[config.mk]
export PLATFORM = sky130hd
export DESIGN_NAME = mc_control_unit_flat
export DESIGN_NICKNAME = d
export VERILOG_FILES = /design/src/rtl/mc_control_unit_pkg.sv /design/src/rtl/mc_control_unit_if.sv /design/src/rtl/instr_decoder.sv /design/src/rtl/mc_control_unit.sv /design/src/flat_wrapper.sv
export SDC_FILE = /design/constraint.sdc
export NUM_CORES = 1
export LEC_CHECK = 0
export BUFFER_PORTS_ARGS = -buffer_cell sky130_fd_sc_hd__clkbuf_2
export CAP_MARGIN = 5
export CORE_MARGIN = 5
export CORE_UTILIZATION = 55
export CTS_CLUSTER_DIAMETER = 80
export DETAILED_ROUTE_END_ITERATION = 10
export HOLD_SLACK_MARGIN = 0.1
export PLACE_DENSITY_LB_ADDON = 0.05
export SYNTH_ARGS = -nofsm -noshare
export SYNTH_HDL_FRONTEND = slang
export SYNTH_SLANG_ARGS = --single-unit
export TNS_END_PERCENT = 5
[constraint.sdc]
create_clock -name clk -period 3.4 [get_ports clk]
set_input_delay 0.51 -clock clk [delete_from_list [all_inputs] [get_ports clk]]
set_output_delay 0.51 -clock clk [all_outputs]
set_load 0.05 [all_outputs]
[src/rtl/mc_control_unit_pkg.sv]
// mc_control_unit_pkg: FSM states, opcode/func constants,
// operand/PC select encodings and the instruction class bundle.
package mc_control_unit_pkg;

  typedef enum logic [2:0] {
    S_IF   = 3'd0,
    S_ID   = 3'd1,
    S_EX   = 3'd2,
    S_MEM  = 3'd3,
    S_WB   = 3'd4,
    S_HALT = 3'd5
  } state_t;

  localparam logic [3:0] OP_BNE = 4'd0;
  localparam logic [3:0] OP_BEQ = 4'd1;
  localparam logic [3:0] OP_BGZ = 4'd2;
  localparam logic [3:0] OP_BLZ = 4'd3;
  localparam logic [3:0] OP_ADI = 4'd4;
  localparam logic [3:0] OP_ORI = 4'd5;
  localparam logic [3:0] OP_LHI = 4'd6;
  localparam logic [3:0] OP_LWD = 4'd7;
  localparam logic [3:0] OP_SWD = 4'd8;
  localparam logic [3:0] OP_JMP = 4'd9;
  localparam logic [3:0] OP_JAL = 4'd10;
  localparam logic [3:0] OP_R   = 4'd15;

  localparam logic [5:0] FN_ADD = 6'd0;
  localparam logic [5:0] FN_SUB = 6'd1;
  localparam logic [5:0] FN_AND = 6'd2;
  localparam logic [5:0] FN_ORR = 6'd3;
  localparam logic [5:0] FN_NOT = 6'd4;
  localparam logic [5:0] FN_TCP = 6'd5;
  localparam logic [5:0] FN_SHL = 6'd6;
  localparam logic [5:0] FN_SHR = 6'd7;
  localparam logic [5:0] FN_JPR = 6'd25;
  localparam logic [5:0] FN_JRL = 6'd26;
  localparam logic [5:0] FN_WWD = 6'd28;
  localparam logic [5:0] FN_HLT = 6'd29;

  // ALU operand B select
  localparam logic [1:0] SRCB_REG = 2'b00;
  localparam logic [1:0] SRCB_ONE = 2'b01;
  localparam logic [1:0] SRCB_IMM = 2'b10;

  // PC source select
  localparam logic [1:0] PC_INC    = 2'b00;
  localparam logic [1:0] PC_BRANCH = 2'b01;
  localparam logic [1:0] PC_JUMP   = 2'b10;
  localparam logic [1:0] PC_REG    = 2'b11;

  // One-hot instruction class; nop catches every undefined encoding.
  typedef struct packed {
    logic alu_r;
    logic alu_i;
    logic lwd;
    logic swd;
    logic br;
    logic jmp;
    logic jal;
    logic jpr;
    logic jrl;
    logic wwd;
    logic hlt;
    logic nop;
  } cls_t;

endpackage

[src/rtl/mc_control_unit_if.sv]
// mc_control_unit_if: controller <-> datapath/memory bundle.
// master = controller (drives strobes/selects), slave = datapath.
interface mc_control_unit_if #(
  parameter int WORD_SIZE = 16,
  parameter int CNT_WIDTH = 16
);

  logic [WORD_SIZE-1:0] instr;
  logic                 mem_ready;
  logic                 br_taken;
  logic                 mem_read;
  logic                 mem_write;
  logic                 i_or_d;
  logic                 ir_write;
  logic                 pc_write;
  logic                 reg_write;
  logic                 mem_to_reg;
  logic                 alu_src_a;
  logic [1:0]           alu_src_b;
  logic [1:0]           pc_source;
  logic                 wwd;
  logic                 halt;
  logic                 timeout_err;
  logic [CNT_WIDTH-1:0] num_inst;

  modport master (
    input  instr, mem_ready, br_taken,
    output mem_read, mem_write, i_or_d,
           ir_write, pc_write, reg_write,
           mem_to_reg, alu_src_a, alu_src_b,
           pc_source, wwd, halt,
           timeout_err, num_inst
  );

  modport slave (
    output instr, mem_ready, br_taken,
    input  mem_read, mem_write, i_or_d,
           ir_write, pc_write, reg_write,
           mem_to_reg, alu_src_a, alu_src_b,
           pc_source, wwd, halt,
           timeout_err, num_inst
  );

endinterface

[src/rtl/instr_decoder.sv]
// instr_decoder: maps instr to one-hot class flags (cls_t).
// Ports: instr in (WORD_SIZE), cls out; undefined -> cls.nop.
module instr_decoder
  import mc_control_unit_pkg::*;
#(
  parameter int WORD_SIZE = 16
) (
  input  logic [WORD_SIZE-1:0] instr,
  output cls_t                 cls
);

  logic [3:0] op;
  logic [5:0] fn;
  logic       unused_bits;

  assign op = instr[WORD_SIZE-1 -: 4];
  assign fn = instr[5:0];
  // register fields are decoded by the datapath
  assign unused_bits = ^instr;

  always_comb begin
    cls = '0;
    unique case (op)
      OP_BNE, OP_BEQ,
      OP_BGZ, OP_BLZ: cls.br    = 1'b1;
      OP_ADI, OP_ORI,
      OP_LHI:         cls.alu_i = 1'b1;
      OP_LWD:         cls.lwd   = 1'b1;
      OP_SWD:         cls.swd   = 1'b1;
      OP_JMP:         cls.jmp   = 1'b1;
      OP_JAL:         cls.jal   = 1'b1;
      OP_R: begin
        unique case (fn)
          FN_ADD, FN_SUB, FN_AND, FN_ORR,
          FN_NOT, FN_TCP, FN_SHL,
          FN_SHR:  cls.alu_r = 1'b1;
          FN_JPR:  cls.jpr   = 1'b1;
          FN_JRL:  cls.jrl   = 1'b1;
          FN_WWD:  cls.wwd   = 1'b1;
          FN_HLT:  cls.hlt   = 1'b1;
          default: cls.nop   = 1'b1;
        endcase
      end
      default: cls.nop = 1'b1;
    endcase
  end

endmodule

[src/rtl/mc_control_unit.sv]
// mc_control_unit: multicycle IF/ID/EX/MEM/WB/HALT controller.
// Ports: clk, reset (sync, active-high), bus (master modport).
module mc_control_unit
  import mc_control_unit_pkg::*;
#(
  parameter int WORD_SIZE   = 16,
  parameter int CNT_WIDTH   = 16,
  parameter int MEM_TIMEOUT = 15
) (
  input logic               clk,
  input logic               reset,
  mc_control_unit_if.master bus
);

  localparam int TW = $clog2(MEM_TIMEOUT + 1);

  state_t               state;
  state_t               next_state;
  cls_t                 cls;
  logic [TW-1:0]        wait_cnt;
  logic [CNT_WIDTH-1:0] num_inst;
  logic                 terr_q;
  logic                 retire;
  logic                 tmo;
  logic                 in_access;

  instr_decoder #(
    .WORD_SIZE(WORD_SIZE)
  ) u_dec (
    .instr(bus.instr),
    .cls  (cls)
  );

  // only IF and MEM ever hold a memory strobe
  assign in_access = (state == S_IF) ||
                     (state == S_MEM);

  // the MEM_TIMEOUT-th consecutive not-ready cycle
  assign tmo = in_access && !bus.mem_ready &&
               (wait_cnt == TW'(MEM_TIMEOUT - 1));

  always_comb begin
    next_state = state;
    retire     = 1'b0;
    unique case (state)
      S_IF: begin
        if (bus.mem_ready) next_state = S_ID;
        else if (tmo)      next_state = S_HALT;
      end
      S_ID: begin
        unique case (1'b1)
          cls.jmp, cls.jal,
          cls.wwd, cls.nop: begin
            next_state = S_IF;
            retire     = 1'b1;
          end
          cls.hlt: begin
            next_state = S_HALT;
            retire     = 1'b1;
          end
          default: next_state = S_EX;
        endcase
      end
      S_EX: begin
        unique case (1'b1)
          cls.alu_r, cls.alu_i: next_state = S_WB;
          cls.lwd, cls.swd:     next_state = S_MEM;
          default: begin
            next_state = S_IF;
            retire     = 1'b1;
          end
        endcase
      end
      S_MEM: begin
        if (bus.mem_ready) begin
          if (cls.lwd) begin
            next_state = S_WB;
          end else begin
            next_state = S_IF;
            retire     = 1'b1;
          end
        end else if (tmo) begin
          next_state = S_HALT;
        end
      end
      S_WB: begin
        next_state = S_IF;
        retire     = 1'b1;
      end
      S_HALT:  next_state = S_HALT;
      default: next_state = S_IF;
    endcase
  end

  always_ff @(posedge clk) begin
    if (reset) begin
      state    <= S_IF;
      num_inst <= '0;
      wait_cnt <= '0;
      terr_q   <= 1'b0;
    end else begin
      state <= next_state;
      if (retire)
        num_inst <= num_inst + CNT_WIDTH'(1);
      if (tmo)
        terr_q <= 1'b1;
      if (in_access && !bus.mem_ready && !tmo)
        wait_cnt <= wait_cnt + TW'(1);
      else
        wait_cnt <= '0;
    end
  end

  assign bus.num_inst    = num_inst;
  assign bus.timeout_err = terr_q && !reset;

  always_comb begin
    bus.mem_read   = 1'b0;
    bus.mem_write  = 1'b0;
    bus.i_or_d     = 1'b0;
    bus.ir_write   = 1'b0;
    bus.pc_write   = 1'b0;
    bus.reg_write  = 1'b0;
    bus.mem_to_reg = 1'b0;
    bus.alu_src_a  = 1'b0;
    bus.alu_src_b  = SRCB_REG;
    bus.pc_source  = PC_INC;
    bus.wwd        = 1'b0;
    bus.halt       = 1'b0;
    if (!reset) begin
      unique case (state)
        S_IF: begin
          bus.mem_read  = 1'b1;
          bus.alu_src_b = SRCB_ONE;
          if (bus.mem_ready) begin
            bus.ir_write  = 1'b1;
            bus.pc_write  = 1'b1;
            bus.pc_source = PC_INC;
          end
        end
        S_ID: begin
          // ALU forms the branch target PC+imm
          bus.alu_src_b = SRCB_IMM;
          if (cls.jmp || cls.jal) begin
            bus.pc_write  = 1'b1;
            bus.pc_source = PC_JUMP;
          end
          bus.reg_write = cls.jal;
          bus.wwd       = cls.wwd;
        end
        S_EX: begin
          bus.alu_src_a = 1'b1;
          if (cls.alu_i || cls.lwd || cls.swd)
            bus.alu_src_b = SRCB_IMM;
          if (cls.br && bus.br_taken) begin
            bus.pc_write  = 1'b1;
            bus.pc_source = PC_BRANCH;
          end
          if (cls.jpr || cls.jrl) begin
            bus.pc_write  = 1'b1;
            bus.pc_source = PC_REG;
          end
          bus.reg_write = cls.jrl;
        end
        S_MEM: begin
          bus.i_or_d    = 1'b1;
          bus.mem_read  = cls.lwd;
          bus.mem_write = cls.swd;
        end
        S_WB: begin
          bus.reg_write  = 1'b1;
          bus.mem_to_reg = cls.lwd;
        end
        S_HALT:  bus.halt = 1'b1;
        default: ;
      endcase
    end
  end

endmodule

[src/flat_wrapper.sv]
// flat-port wrapper written by rule: the top's interface ports become plain ports
module mc_control_unit_flat import mc_control_unit_pkg::*;
#(
  parameter int WORD_SIZE   = 16,
  parameter int CNT_WIDTH   = 16,
  parameter int MEM_TIMEOUT = 15
)
  (clk, reset, bus_instr, bus_mem_ready, bus_br_taken, bus_mem_read, bus_mem_write, bus_i_or_d, bus_ir_write, bus_pc_write, bus_reg_write, bus_mem_to_reg, bus_alu_src_a, bus_alu_src_b, bus_pc_source, bus_wwd, bus_halt, bus_timeout_err, bus_num_inst);
  mc_control_unit_if #(.WORD_SIZE(WORD_SIZE), .CNT_WIDTH(CNT_WIDTH)) bus_i ();
  input logic clk;
  input logic reset;
  input wire logic [$bits(bus_i.instr)-1:0] bus_instr;
  input wire logic [$bits(bus_i.mem_ready)-1:0] bus_mem_ready;
  input wire logic [$bits(bus_i.br_taken)-1:0] bus_br_taken;
  output wire logic [$bits(bus_i.mem_read)-1:0] bus_mem_read;
  output wire logic [$bits(bus_i.mem_write)-1:0] bus_mem_write;
  output wire logic [$bits(bus_i.i_or_d)-1:0] bus_i_or_d;
  output wire logic [$bits(bus_i.ir_write)-1:0] bus_ir_write;
  output wire logic [$bits(bus_i.pc_write)-1:0] bus_pc_write;
  output wire logic [$bits(bus_i.reg_write)-1:0] bus_reg_write;
  output wire logic [$bits(bus_i.mem_to_reg)-1:0] bus_mem_to_reg;
  output wire logic [$bits(bus_i.alu_src_a)-1:0] bus_alu_src_a;
  output wire logic [$bits(bus_i.alu_src_b)-1:0] bus_alu_src_b;
  output wire logic [$bits(bus_i.pc_source)-1:0] bus_pc_source;
  output wire logic [$bits(bus_i.wwd)-1:0] bus_wwd;
  output wire logic [$bits(bus_i.halt)-1:0] bus_halt;
  output wire logic [$bits(bus_i.timeout_err)-1:0] bus_timeout_err;
  output wire logic [$bits(bus_i.num_inst)-1:0] bus_num_inst;
  assign bus_i.instr = bus_instr;
  assign bus_i.mem_ready = bus_mem_ready;
  assign bus_i.br_taken = bus_br_taken;
  assign bus_mem_read = bus_i.mem_read;
  assign bus_mem_write = bus_i.mem_write;
  assign bus_i_or_d = bus_i.i_or_d;
  assign bus_ir_write = bus_i.ir_write;
  assign bus_pc_write = bus_i.pc_write;
  assign bus_reg_write = bus_i.reg_write;
  assign bus_mem_to_reg = bus_i.mem_to_reg;
  assign bus_alu_src_a = bus_i.alu_src_a;
  assign bus_alu_src_b = bus_i.alu_src_b;
  assign bus_pc_source = bus_i.pc_source;
  assign bus_wwd = bus_i.wwd;
  assign bus_halt = bus_i.halt;
  assign bus_timeout_err = bus_i.timeout_err;
  assign bus_num_inst = bus_i.num_inst;
  mc_control_unit #(.WORD_SIZE(WORD_SIZE), .CNT_WIDTH(CNT_WIDTH), .MEM_TIMEOUT(MEM_TIMEOUT)) u_core (.clk(clk), .reset(reset), .bus(bus_i));
endmodule
==> results of run 1 <==
[final timing paths]
path / start / end / slack [ps]
setup / recovery: bus_instr[15] / bus_pc_write / 800
hold / removal: u_core.bus.num_inst[15] / u_core.bus.num_inst[15] / 490
setup reg to reg: u_core.state[2] / u_core.bus.num_inst[14] / 1260
hold reg to reg: u_core.bus.num_inst[15] / u_core.bus.num_inst[15] / 490
[stage by stage]
stage	utilization, %	cells	cell area, um2	hold slack (ps)
3_3_place_gp	64.7	272	1820	447
6_report	66.0	276	1850	492
5_1_grt	66.0	276	1850	520
3_5_place_dp	64.7	272	1820	478
2_1_floorplan	-	212	1630	430
4_1_cts	66.0	276	1850	500
[cell type report]
cell class	instances	area, um2	share of cell area, %
clock buffer	4	36.3	1.96
timing repair buffer	44	220	11.9
tap	31	38.8	2.09
multi-input combinational	168	1060	57.1
sequential	24	480	25.9
inverter	5	18.8	1.01
[cell families after synthesis]
group           Yosys count  synth area share (%)
compound gates           55                  22.7
xor+xnor                  6                  3.23
fa+ha+maj                 3                  2.30
buf+inv                  20                  5.61
flops                    24                  29.5
mux                       3                  1.84
simple gates            101                  34.9
[layout by cell type (no fill, tap or decap), types with 2 or more instances in the layout]
master,instances
xor2_1,4
ha_1,3
or3_1,10
nor4_1,7
or4_1,4
nand3b_1,2
nor2_1,29
dfxtp_1,24
o31ai_1,6
xnor2_1,2
a21oi_1,18
and2_1,6
and3_1,4
a32oi_1,2
nor2b_1,3
nand2_1,9
inv_1,5
nand2b_1,3
clkbuf_4,3
a31oi_1,3
nand4_1,3
mux2i_1,3
o21ai_0,13
nand3_1,11
clkbuf_2,44
o21ai_1,2
[routing by layer]
metal  up-vias  part of all wire [%]
met4         0                  0.96
met1       782                    44
met2        37                    51
met5         -                     0
met3         4                   4.1
li1        842                     -
[flip-flops by register name, indices dropped and copies added, names as in the netlist]
register	count
u_core.bus.num_inst	16
u_core.wait_cnt	4
u_core.state	3
u_core.terr_q	1
[worst register-to-register path, delay by kind of cell, from the launching register on]
family	cells	cell delay (ps)
AOI/OAI and AO/OA	5	1330
DFF	1	640
and+or+nand+nor	1	110
[power groups by stage]
stage | logic (mW) | clock network [mW] | registers [mW]
final | 0.102 | 0.148 | 0.293
after global routing | 0.111 | 0.168 | 0.294
after CTS | 0.101 | 0.155 | 0.293
after detailed placement | 0.101 | 0 | 0.299
after global placement | 0.0976 | 0 | 0.299
after floorplan | 0.0785 | 0 | 0.300
==> impl_metrics.py, run 1 <==
metrics = {
    "clock_tree": {
        "insertion_delay_ps": 300,
        "cts_resized": 0,
        "clk_pin_slew_ps": 130,
        "cts_tree": "done",
        "hold_buffers": 0,
        "root_buffer": "clkbuf_4",
        "cts_buffer_depth": 2,
        "cts_inserted_buffers": 3,
        "clock_sinks": 24,
        "cts-htree-levels": 1,
        "postCtsSetupRepairBufs": 0,
    },
    "global_route": {
        "met2_usage_pct": 34.4,
        "grt_pass1_vias": 1533,
        "grt_max_degree": 31,
        "busiest_layer": "met2",
        "antenna_found_initial": 0,
        "grt_pass1_wl_um": 6600,
        "grt_use_met1_pct": 22.9,
        "track_usage_pct": 19.0,
        "grt_use_met3_pct": 3.45,
        "overflow": 0,
    },
    "worst_hold_path": {
        "hold_depth": 2,
        "worst_hold_path_type": "reg2reg",
    },
    "critical_path": {
        "slowest_stage": "nor4_1",
        "path_max_fanout": 10,
        "crit_path_end_kind": "primary output",
        "start_kind": "input pin",
        "critPathRequiredTime_ps": 2890,
        "crit_type": "in2out",
        "cp_num_buf_inv": 2,
        "worst_path_dominant_cell_family": "simple AND/OR/NAND/NOR gates",
        "crit_path_max_incr_delay_ps": 450,
        "arrival_ps": 2090,
        "path_cells": "clkbuf_2 -> nand4_2 -> nor4_1 -> o21ai_0 -> o21ai_0 -> and2_1 -> clkbuf_2",
        "worstRegToRegCells": 6,
        "crit_cells": 7,
    },
    "timing": {
        "setup_viol": 0,
        "period_share_pct": 76.4,
        "hold_viol": 0,
        "final.setup_skew_ps": 1.98,
        "worst_pin_slew_ps": 757,
        "rsz0062_at_grt": "no",
        "fin_ws_ps": 804,
        "max_freq_mhz": 385,
        "fin_setup_tns_ps": 0,
        "period_minus_slack_ps": 2600,
        "maxSlewHeadroom_pct": 49.5,
        "final_max_slew_viol_count": 0,
    },
    "detailed_routing": {
        "drt_iter0_drc": 117,
        "ant_nets": 0,
        "wl_per_cell_um": 13.6,
        "via_per_inst": 6.03,
        "num_vias": 1665,
        "firstDrtPassIters": 4,
        "wl_um": 3760,
        "drc_errors": 0,
    },
    "logic_synthesis": {
        "synth_area_um2": 1630,
        "synth-async-reset-ratio_pct": 0,
        "netlist_instances": 212,
        "synth_area_leader_cell": "dfxtp_1",
        "yosys.area.top_type_share_pct": 29.5,
        "yosysMostFrequentCell": "nor2_1",
        "syn-num-nets": 235,
        "synth_common_cells": "nor2_1 (29), dfxtp_1 (24), a21oi_1 (18)",
        "ys.flop_type": "dfxtp_1",
        "synth_edf_count": 0,
        "synth_area_leaders": "dfxtp_1 (29%), nor2_1 (6.7%), a21oi_1 (5.5%)",
        "yosysWarnings": 0,
        "ys_ff_latch": 24,
        "syn_avg_cell_area_um2": 7.68,
        "yosysSeqAreaShare_pct": 29.5,
        "synth_cell_types": 50,
    },
    "floorplan": {
        "die_w_um": 64.4,
        "core_um2": 2810,
        "die_height_um": 64.4,
        "rows": 19,
        "io_pins": 51,
        "start_util_pct": 58.1,
        "die_area_um2": 4150,
    },
    "pwr": {
        "p_seq_share_pct": 54.0,
        "total_power_mw": 0.542,
        "switching_share_pct": 29.7,
        "ir_drop_mv": 0.202,
        "power_leakage_nw": 0.731,
        "p_int_mw": 0.381,
        "combPwrFrac_pct": 18.8,
        "p_per_area_nw_per_um2": 293,
        "p_clk_share_pct": 27.2,
        "switching_power_mw": 0.161,
    },
    "finish": {
        "fin_nets": 269,
        "drive_above_1_share_pct": 23.7,
        "n_antenna_cell": 0,
        "nFillCells": 266,
        "area_growth_pct": 13.7,
    },
    "job": {
        "cap_violations": 0,
    },
    "placement": {
        "pre_cts_ws_ps": 820,
        "place_congestion": 0.878,
        "dp_hpwl_um": 2930,
        "io_buffers": 44,
    },
    "run_status": {
        "outcome": "finished, final reports clean",
    },
}
No activity file was read; power rests on OpenSTA's default activity.
==> run 2: changes to the inputs <==
Settings changed: CORE_UTILIZATION 55 to 51.
Clock period 3.4 ns to 2.39 ns, I/O delays scaled along.
==> run 2 against run 1 <==
Highest routed layer unchanged. Total power is 59% higher. Cell count up 6.5%. Utilization fell by 1.8 points.
==> impl_metrics.py, run 2 (same netlist as run 1, synthesis figures left out) <==
metrics = {
    "run_status": {
        "outcome": "finished, final reports clean",
    },
    "pwr": {
        "switching_share_pct": 27.3,
        "power_leakage_nw": 0.768,
        "ir_drop_mv": 0.241,
        "p_seq_share_pct": 48.4,
        "switching_power_mw": 0.235,
        "combPwrFrac_pct": 18.1,
        "p_clk_share_pct": 33.5,
        "p_per_area_nw_per_um2": 440,
        "p_int_mw": 0.627,
    },
    "timing": {
        "maxSlewHeadroom_pct": 68.1,
        "hold_viol": 0,
        "period_minus_slack_ps": 2230,
        "worst_pin_slew_ps": 477,
        "final_max_slew_viol_count": 0,
        "holdWs_ps": 386,
        "setup_viol": 0,
        "final.setup_skew_ps": 6.31,
        "rsz0062_at_grt": "yes",
        "fin_setup_tns_ps": 0,
        "max_freq_mhz": 448,
        "period_share_pct": 93.4,
    },
    "critical_path": {
        "path_max_fanout": 12,
        "start_kind": "flop",
        "crit_path_end_kind": "primary output",
        "worstRegToRegCells": 6,
        "crit_type": "reg2out",
        "critPathRequiredTime_ps": 2030,
        "arrival_ps": 1870,
    },
    "clock_tree": {
        "cts_tree": "done",
        "root_buffer": "clkbuf_4",
        "clk_pin_slew_ps": 130,
        "insertion_delay_ps": 310,
        "cts_inserted_buffers": 3,
        "cts_resized": 0,
        "postCtsSetupRepairBufs": 0,
        "cts_buffer_depth": 2,
        "clock_sinks": 24,
        "cts-htree-levels": 1,
        "hold_buffers": 0,
    },
    "floorplan": {
        "die_w_um": 66.5,
        "rows": 20,
        "core_um2": 3050,
        "start_util_pct": 53.4,
        "die_height_um": 66.5,
        "io_pins": 51,
        "die_area_um2": 4420,
    },
    "detailed_routing": {
        "wl_per_cell_um": 13.2,
        "via_per_inst": 5.78,
        "drt_iter0_drc": 113,
        "num_vias": 1700,
        "ant_nets": 0,
        "firstDrtPassIters": 4,
        "wl_um": 3870,
        "drc_errors": 0,
    },
    "finish": {
        "nFillCells": 276,
        "top_regs": "u_core.bus.num_inst x16, u_core.wait_cnt x4, u_core.state x3",
        "final_cell_mix": "clkbuf_2 (43), nor2_1 (28), dfxtp_1 (23)",
        "fin_nets": 274,
        "largest_reg_flops": 16,
        "final_area_um2": 1960,
        "drive_above_1_share_pct": 27.2,
        "area_growth_pct": 20.3,
        "n_antenna_cell": 0,
        "regMostFlops": "u_core.bus.num_inst",
        "final_common_cell": "clkbuf_2",
    },
    "worst_hold_path": {
        "hold_depth": 2,
        "worst_hold_path_type": "in2reg",
    },
    "global_route": {
        "grt_max_degree": 21,
        "antenna_found_initial": 0,
        "track_usage_pct": 18.4,
        "grt_pass1_wl_um": 6630,
        "grt_pass1_vias": 1559,
        "overflow": 0,
    },
    "placement": {
        "dp_hpwl_um": 2980,
        "place_congestion": 0.922,
        "io_buffers": 44,
        "dpl-instance-area_um2": 1890,
    },
    "job": {
        "cap_violations": 0,
    },
}
run 2: cell count changes in the layout (fill, tap and decap cells not counted), sizes merged:
cell / before / now
buf: 0 / 5
clkbuf: 48 / 47
bufinv: 0 / 1
run 2: power by group through the flow:
stage	Sequential, mW	Clock (mW)	Combinational [mW]
after detailed placement	0.426	0	0.154
after floorplan	0.427	0	0.113
after global routing	0.418	0.313	0.171
after global placement	0.425	0	0.150
after CTS	0.417	0.298	0.154
final	0.417	0.289	0.156
run 2: final timing paths:
check                startpoint                      end  slack (ps)
max             u_core.state[1]             bus_pc_write         160
min reg2reg  u_core.wait_cnt[0]       u_core.wait_cnt[0]         490
max reg2reg     u_core.state[1]  u_core.bus.num_inst[13]         300
min                       reset          u_core.state[0]         390
run 2: critical path, cell delays in order (launching register included):
cell and delay (ps):
dfxtp_1 570, and2_1 310, o21ai_0 160, o21ai_0 100
and2_1 140, clkbuf_2 270
run 2: cell type report:
| class | instances | area, um2 | area share, % |
|---|---|---|---|
| timing repair buffer | 49 | 273 | 13.9 |
| clock inverter | 1 | 30.0 | 1.53 |
| inverter | 5 | 18.8 | 0.958 |
| tap | 44 | 55.1 | 2.81 |
| multi-input combinational | 168 | 1080 | 55.0 |
| clock buffer | 3 | 22.5 | 1.15 |
| sequential | 24 | 482 | 24.6 |
run 2: metrics by stage:
stage	total power [mW]	utilization, %	setup slack, ps	instances
final	0.862	64.2	158	294
after global routing	0.903	64.2	-24.6	294
after CTS	0.869	63.8	28.6	294
after detailed placement	0.579	62.0	159	290
after global placement	0.574	62.0	222	290
after floorplan	0.539	-	-240	212
run 2: metal layers:
metal / share of wire [%] / track usage [%] / vias up / wire, um
met2: 50 / 34.4 / 46 / 1920
met3: 4.4 / 2.87 / 4 / 172
met1: 45 / 22.2 / 798 / 1760
met5: 0 / 0 / - / 0
met4: 0.62 / 3.05 / 0 / 24
li1: - / - / 852 / -
==> run 3: changes to the inputs <==
Settings changed: REMOVE_ABC_BUFFERS from default to 1.
==> run 3 against run 2 <==
First-iteration DRC count down 8.0%. Setup slack better by 13 ps. Critical path depth grew 2. Utilization about the same. Via count shrank 2.1%. Sequential power hardly changed. Register-to-register slack improved by 110 ps. Highest routed layer unchanged.
==> impl_metrics.py, run 3 (same netlist as run 1, synthesis figures left out) <==
metrics = {
    "finish": {
        "top_regs": "u_core.bus.num_inst x16, u_core.wait_cnt x4, u_core.state x3",
        "drive_above_1_share_pct": 27.0,
        "largest_reg_flops": 16,
        "n_antenna_cell": 0,
        "regMostFlops": "u_core.bus.num_inst",
        "area_growth_pct": 20.4,
        "final_area_um2": 1960,
        "final_cell_mix": "clkbuf_2 (43), nor2_1 (29), dfxtp_1 (22)",
        "final_common_cell": "clkbuf_2",
        "fin_nets": 276,
        "fin_util_pct": 64.2,
    },
    "detailed_routing": {
        "wl_met1_um": 1850,
        "drt_iter0_drc": 104,
        "firstDrtPassIters": 4,
        "wl_met3_um": 173,
        "highest_layer": "met4",
        "wl_per_cell_um": 13.1,
        "num_vias": 1664,
        "routed-wl-met2_um": 1800,
        "wl_um": 3870,
        "via_per_inst": 5.62,
        "drc_errors": 0,
        "ant_nets": 0,
    },
    "global_route": {
        "track_usage_pct": 17.9,
        "grt_pass1_wl_um": 6320,
        "overflow": 0,
        "grt_pass1_vias": 1479,
        "grt_max_degree": 21,
        "antenna_found_initial": 0,
    },
    "timing": {
        "worst_pin_slew_ps": 460,
        "period_minus_slack_ps": 2220,
        "final_max_slew_viol_count": 0,
        "period_share_pct": 92.9,
        "rsz0062_at_grt": "no",
        "maxSlewHeadroom_pct": 69.1,
        "setup_viol": 0,
        "max_freq_mhz": 451,
        "final.setup_skew_ps": 3.34,
        "hold_viol": 0,
        "fin_ws_ps": 170,
    },
    "critical_path": {
        "cp_common_cell": "nor2_1",
        "critPathRequiredTime_ps": 2030,
        "path_max_fanout": 10,
        "crit_type": "reg2out",
        "crit_path_max_incr_delay_ps": 460,
        "worst-r2r-setup-slack_ps": 410,
        "arrival_ps": 1860,
        "slowest_stage": "dfxtp_2",
        "crit_path_end_kind": "primary output",
        "path_cells": "inv_1 -> nor4b_1 -> a32oi_1 -> nor2_1 -> a31oi_1 -> nor2_1 -> clkbuf_2",
        "start_kind": "flop",
    },
    "worst_hold_path": {
        "worst_hold_path_type": "in2reg",
    },
    "clock_tree": {
        "cts_buffer_depth": 2,
        "cts_resized": 0,
        "postCtsSetupRepairBufs": 0,
        "clk_pin_slew_ps": 130,
        "clock_sinks": 24,
        "cts_tree": "done",
        "cts-htree-levels": 1,
        "root_buffer": "clkbuf_4",
        "cts_inserted_buffers": 3,
        "hold_buffers": 0,
        "insertion_delay_ps": 320,
    },
    "pwr": {
        "total_power_mw": 0.870,
        "ir_drop_mv": 0.279,
        "p_per_area_nw_per_um2": 444,
        "power_leakage_nw": 0.778,
    },
    "floorplan": {
        "die_area_um2": 4420,
        "rows": 20,
        "io_pins": 51,
        "die_w_um": 66.5,
        "start_util_pct": 53.4,
        "die_height_um": 66.5,
        "core_um2": 3050,
    },
    "placement": {
        "io_buffers": 44,
        "dpl-instance-area_um2": 1900,
        "place_congestion": 0.899,
        "dp_hpwl_um": 2800,
        "pre_cts_ws_ps": 174,
    },
    "run_status": {
        "outcome": "finished, final reports clean",
    },
    "job": {
        "cap_violations": 0,
    },
}
-- run 3: cell types whose count changed in the layout (fill, tap and decap cells not counted), sizes merged --
cell and change:
buf +2
-- run 3: layout make-up --
type                       count  area [um2]
fill                         296        1090
timing repair buffer          51         288
multi-input combinational    168        1060
tap                           44        55.1
clock inverter                 1        30.0
sequential                    24         483
clock buffer                   3        22.5
inverter                       5        18.8
-- run 3: through the flow --
step,hold WS [ps],instances,setup TNS (ps)
after floorplan,428,197,-1630
after global placement,447,292,0
after detailed placement,458,292,0
after CTS,351,296,0
after global routing,379,296,0
final,360,296,0
-- run 3: path summary, 6_finish.rpt --
check,start,to,depth (start not counted)
setup reg to reg,u_core.state[0],u_core.bus.num_inst[11],7
hold / removal,reset,u_core.state[2],2
hold reg to reg,u_core.wait_cnt[0],u_core.wait_cnt[0],1
setup / recovery,u_core.state[0],bus_reg_write,7
-- run 3: per-layer routing --
metal / global-route usage (%) / up-vias
met5: 0 / -
met4: 4.57 / 0
met3: 3.04 / 5
met2: 29.9 / 38
met1: 23.8 / 761
li1: - / 860
-- run 3: power breakdown --
group / total, mW / switching, mW / internal (mW) / leakage, nW
clock: 0.297 / 0.128 / 0.170 / 0.0279
sequential: 0.417 / 0.0104 / 0.406 / 0.195
combinational: 0.156 / 0.104 / 0.0523 / 0.555
total: 0.870 / 0.242 / 0.628 / 0.778
-- run 3: critical path: cells and delay by family (launching register included) --
kind                   cells  cell delay (ps)
DFF                        1              460
buffers and inverters      2              370
AOI/OAI and AO/OA          2              190
and+or+nand+nor            3              520
